### src/rtl/obj_ram_scanner.sv
// Walks the object RAM one 8-byte entry at a time and hands each entry to a
// consumer as a 64-bit record over a valid/ready handshake.
module obj_ram_scanner #(
    parameter int NUM_OBJ       = 256,
    parameter int SKIP_DISABLED = 1
) (
    input  logic        i_MCLK,
    input  logic        i_RST_n,
    input  logic        i_SCAN_START,
    output logic [10:0] o_RAM_ADDR,
    output logic        o_RAM_RD_n,
    input  logic [7:0]  i_RAM_DATA,
    output logic        o_OBJ_VALID,
    input  logic        i_OBJ_READY,
    output logic [63:0] o_OBJ_DATA,
    output logic [7:0]  o_OBJ_INDEX,
    output logic [8:0]  o_OBJ_COUNT,
    output logic        o_BUSY,
    output logic        o_DONE
);

    typedef enum logic [2:0] {
        S_IDLE,
        S_READ,
        S_LAST,
        S_OUT,
        S_NEXT
    } state_t;

    localparam logic [7:0] LAST_IDX = 8'(NUM_OBJ - 1);

    state_t      state_reg;
    logic [7:0]  index_reg;
    logic [2:0]  byte_reg;
    logic [7:0]  cap_reg [0:6];
    logic [55:0] cap_flat;
    logic [10:0] addr_reg;
    logic        rd_n_reg;
    logic        valid_reg;
    logic [63:0] data_reg;
    logic [7:0]  obj_index_reg;
    logic [8:0]  count_reg;
    logic        busy_reg;
    logic        done_reg;
    logic        skip_obj;

    genvar gi;
    generate
        for (gi = 0; gi < 7; gi++) begin : g_pack
            assign cap_flat[8*gi +: 8] = cap_reg[gi];
        end
    endgenerate

    // byte0 was captured long before LAST, so the skip decision is ready in time
    assign skip_obj = (SKIP_DISABLED != 0) && (cap_reg[0] == 8'h00);

    always_ff @(posedge i_MCLK) begin
        if (!i_RST_n) begin
            state_reg     <= S_IDLE;
            index_reg     <= 8'd0;
            byte_reg      <= 3'd0;
            addr_reg      <= 11'd0;
            rd_n_reg      <= 1'b1;
            valid_reg     <= 1'b0;
            data_reg      <= 64'd0;
            obj_index_reg <= 8'd0;
            count_reg     <= 9'd0;
            busy_reg      <= 1'b0;
            done_reg      <= 1'b0;
            for (int i = 0; i < 7; i++) begin
                cap_reg[i] <= 8'd0;
            end
        end else begin
            done_reg <= 1'b0;
            case (state_reg)
                S_IDLE: begin
                    // a start landing on the DONE cycle belongs to the finished scan
                    if (i_SCAN_START && !done_reg) begin
                        index_reg <= 8'd0;
                        count_reg <= 9'd0;
                        busy_reg  <= 1'b1;
                        byte_reg  <= 3'd0;
                        addr_reg  <= 11'd0;
                        rd_n_reg  <= 1'b0;
                        state_reg <= S_READ;
                    end
                end
                S_READ: begin
                    if (byte_reg != 3'd0) begin
                        cap_reg[byte_reg - 3'd1] <= i_RAM_DATA;
                    end
                    if (byte_reg == 3'd7) begin
                        rd_n_reg  <= 1'b1;
                        state_reg <= S_LAST;
                    end else begin
                        byte_reg <= byte_reg + 3'd1;
                        addr_reg <= {index_reg, byte_reg + 3'd1};
                    end
                end
                S_LAST: begin
                    if (skip_obj) begin
                        state_reg <= S_NEXT;
                    end else begin
                        data_reg      <= {i_RAM_DATA, cap_flat};
                        obj_index_reg <= index_reg;
                        valid_reg     <= 1'b1;
                        state_reg     <= S_OUT;
                    end
                end
                S_OUT: begin
                    if (i_OBJ_READY) begin
                        valid_reg <= 1'b0;
                        count_reg <= count_reg + 9'd1;
                        state_reg <= S_NEXT;
                    end
                end
                S_NEXT: begin
                    if (index_reg == LAST_IDX) begin
                        done_reg  <= 1'b1;
                        busy_reg  <= 1'b0;
                        state_reg <= S_IDLE;
                    end else begin
                        index_reg <= index_reg + 8'd1;
                        byte_reg  <= 3'd0;
                        addr_reg  <= {index_reg + 8'd1, 3'd0};
                        rd_n_reg  <= 1'b0;
                        state_reg <= S_READ;
                    end
                end
                default: state_reg <= S_IDLE;
            endcase
        end
    end

    assign o_RAM_ADDR  = addr_reg;
    assign o_RAM_RD_n  = rd_n_reg;
    assign o_OBJ_VALID = valid_reg;
    assign o_OBJ_DATA  = data_reg;
    assign o_OBJ_INDEX = obj_index_reg;
    assign o_OBJ_COUNT = count_reg;
    assign o_BUSY      = busy_reg;
    assign o_DONE      = done_reg;

endmodule

### config.mk
export PLATFORM = sky130hd
export DESIGN_NAME = obj_ram_scanner
export DESIGN_NICKNAME = d
export VERILOG_FILES = /design/src/rtl/obj_ram_scanner.sv
export SDC_FILE = /design/constraint.sdc
export NUM_CORES = 1
export LEC_CHECK = 0
export ABC_AREA = 1
export CORE_ASPECT_RATIO = 1.1
export CORE_UTILIZATION = 35
export DETAILED_ROUTE_END_ITERATION = 6
export SLEW_MARGIN = 20
export SYNTH_ARGS = -nofsm -noshare
export SYNTH_HDL_FRONTEND = slang
export SYNTH_SLANG_ARGS = --single-unit
### constraint.sdc
create_clock -name i_MCLK -period 3.95 [get_ports i_MCLK]
set_clock_uncertainty 0.15 [all_clocks]
set_input_delay 0.5925 -clock i_MCLK [delete_from_list [all_inputs] [get_ports i_MCLK]]
set_output_delay 0.5925 -clock i_MCLK [all_outputs]
set_load 0.01 [all_outputs]
==> flow_metrics.py <==
metrics = {
    "routing": {
        "drc": 0,
        "detail-route-antenna-nets": 0,
        "post_drt_wl_per_cell_um": 12.93,
        "drt_wl_total_um": 14660,
        "vias": 5168,
        "avgViaCountPerCell": 4.557,
        "drt_iter0_markers": 277,
        "first_pass_iters": 4,
    },
    "setup_path": {
        "arrival_ns": 2.35,
        "crit_path_end": "cap_reg[2][0]",
        "slowest_stage": "dfxtp_1",
        "crit_path_start": "o_RAM_ADDR[0]",
        "cp_cell_sequence": "inv_1 -> ha_1 -> nand2_1 -> nand2_4 -> nor2_8 -> nand2_2 -> nor2_2 -> nand2_2 -> nand2_1",
        "r2r_slack_ns": 1.55,
        "end_kind": "flop",
        "max_stage_delay_ns": 0.48,
        "regToRegEndpoint": "cap_reg[2][0]",
        "required_ns": 3.90,
        "start_kind": "flop",
        "critPathMaxFanout": 13,
        "reg2reg_depth": 9,
        "r2r-start": "o_RAM_ADDR[0]",
        "crit_type": "flop to flop",
    },
    "global_routing": {
        "antenna_found_initial": 0,
        "grt_usage": 0.1583,
        "grt_pass1_wl_um": 24240,
        "grt.overflow.total": 0,
        "grt_pass1_vias": 4797,
        "grt_max_degree": 96,
    },
    "synth": {
        "synth_top_area_cell": "dfxtp_1",
        "yosysMostFrequentCell": "inv_1",
        "ys_ff_latch": 165,
        "synth_edf_count": 48,
        "synth_common_cells": "inv_1, dfxtp_1, nand2_1, nor2_1, a21oi_1",
        "synth.distinct_cells": 32,
        "ys_seq_area_frac": 0.5744,
        "syn_area_sq_um": 6588,
        "synth-compound-area-share": 0.1434,
        "syn_inst": 782,
        "post_synth_and_or_nand_nor_area_fraction": 0.1719,
        "yosys_warnings": 0,
        "synth_mux_area_frac": 0,
        "synth_flop_cell": "dfxtp_1",
        "synthTopCellsByArea": "dfxtp_1, edfxtp_1, a21oi_1, inv_1, nand2_1",
        "async_flop_share": 0,
        "syn_nets": 800,
        "yosys.area.top_type_share": 0.3556,
        "synthAdderAreaFrac": 0.01140,
        "synthXorXnorAreaFrac": 0.001330,
        "synth.avg_cell_area_sq_um": 8.424,
        "synth_top_family_by_area": "simple AND/OR/NAND/NOR gates",
    },
    "sta": {
        "max_freq_mhz": 417.2,
        "worst_pin_slew_ns": 0.8341,
        "fin_setup_tns_ns": 0,
        "maxSlewHeadroom": 0.4439,
        "period_share": 0.6068,
        "period_minus_slack_ns": 2.397,
        "setup_ws_ns": 1.553,
        "drv_slew": 0,
        "setup_violations": 0,
        "finalHoldViolCount": 0,
        "rsz0062_at_grt": "false",
    },
    "finish": {
        "final_cells": 1134,
        "multi_input_area_sq_um": 2168,
        "largest_reg_flops": 64,
        "antennaDiodeCount": 0,
        "ff_latch_area_sq_um": 3784,
        "fin_nets": 896,
        "final_util": 0.4572,
        "drive_gt1_frac": 0.06622,
        "area_growth_syn_to_layout_pct": 27.79,
        "fill_cells": 1815,
    },
    "die": {
        "coreArea_sq_um": 18410,
        "ios": 108,
        "fp.dieH_um": 145.9,
        "die_x_um": 132.8,
        "initial_utilization": 0.3578,
        "rows": 52,
        "die-area_sq_um": 19370,
    },
    "clock_tree": {
        "clock_path_buffers": 2,
        "ctsHtreeMaxLevel": 4,
        "clock_latency_ns": 0.43,
        "cts.sinks": 165,
        "numCtsBuffers": 17,
        "clkTransAtPathRegs_ns": 0.07,
        "postCtsSetupRepairBufs": 0,
        "cts_hold_buf": 0,
        "cts_resized": 0,
        "tritoncts": "built",
        "cts-root-buf": "clkbuf_16",
    },
    "hold_path": {
        "hold_path_class": "flop to flop",
    },
    "place": {
        "place_hpwl_um": 9908,
        "dpl_worst_slack_ns": 1.348,
        "port_buffers": 107,
        "gp_congestion": 0.8286,
        "dp.cells": 1102,
    },
    "job": {
        "drv_cap": 0,
    },
    "status": {
        "status": "finished clean",
    },
    "pwr": {
        "leakagePower_nw": 3.211,
        "fin_total_pwr_mw": 4.969,
        "p_per_area_nw_per_um2": 590.2,
        "vdd_drop_max_mv": 0.3207,
    },
}
worst max-delay path, delay by kind of cell (launching register included):
kind                     cells  cell delay (ns)
AND/OR/NAND/NOR              7             1.08
flip-flops                   1             0.48
adder cells (fa/ha/maj)      1             0.22
buffers and inverters        1             0.15
layer usage:
metal  global-route usage  wire length [um]
met3              0.03901               700
met4              0.05805               196
met1               0.1980              6692
met2               0.2631              7067
met5                    0                 0
worst min-delay path by stage:
stage | from | end | slack [ns] | cells after the start
floorplan | byte_reg[1] | byte_reg[1] | 0.31 | 2
global placement | o_OBJ_DATA[60] | o_OBJ_DATA[60] | 0.28 | 2
detailed placement | o_OBJ_DATA[13] | o_OBJ_DATA[13] | 0.29 | 2
CTS | o_OBJ_DATA[13] | o_OBJ_DATA[13] | 0.30 | 2
global route | o_OBJ_DATA[6] | o_OBJ_DATA[6] | 0.31 | 2
finish | o_OBJ_DATA[61] | o_OBJ_DATA[61] | 0.29 | 2
logic make-up after synthesis:
kind of cell	Yosys count
and+or+nand+nor	262
AOI/OAI and AO/OA	186
DFF	165
buffers and inverters	162
adders and majority gates	6
xor gates and xnor gates	1
where the power goes:
part	internal (mW)	switching [mW]	total, mW	leakage, nW
clock	0.926	0.725	1.65	0.286
combinational	0.536	0.638	1.17	1.48
sequential	1.99	0.149	2.14	1.45
total	3.46	1.51	4.97	3.21
through the flow:
stage | cell area, sq um | hold slack, ns
2_1_floorplan | 6588 | 0.3060
3_3_place_gp | 7830 | 0.2831
3_5_place_dp | 7830 | 0.2868
4_1_cts | 8418 | 0.2969
5_1_grt | 8418 | 0.3095
6_report | 8418 | 0.2924
placed cells by master (no fill, tap or decap), types with 2 or more instances in the layout:
cell / n
buf_4: 3
inv_1: 125
clkinv_4: 2
clkbuf_16: 18
inv_8: 2
nand3_2: 3
nand3b_1: 2
o21bai_1: 2
nand2_1: 115
ha_1: 6
nor3_1: 2
o21ai_0: 83
inv_6: 6
a21oi_1: 97
dfxtp_1: 117
nand2_2: 7
nor2_2: 5
nand4_1: 4
edfxtp_1: 48
nor2_1: 98
nand3_1: 21
inv_2: 3
clkdlybuf4s50_1: 106
cell type report:
type,instances,area share
multi-input combinational,455,0.2576
clock inverter,13,0.01590
sequential,165,0.4495
clock buffer,19,0.05395
timing repair buffer,110,0.1293
tap,243,0.03612
inverter,129,0.05767
(Power assumes the default switching activity.)
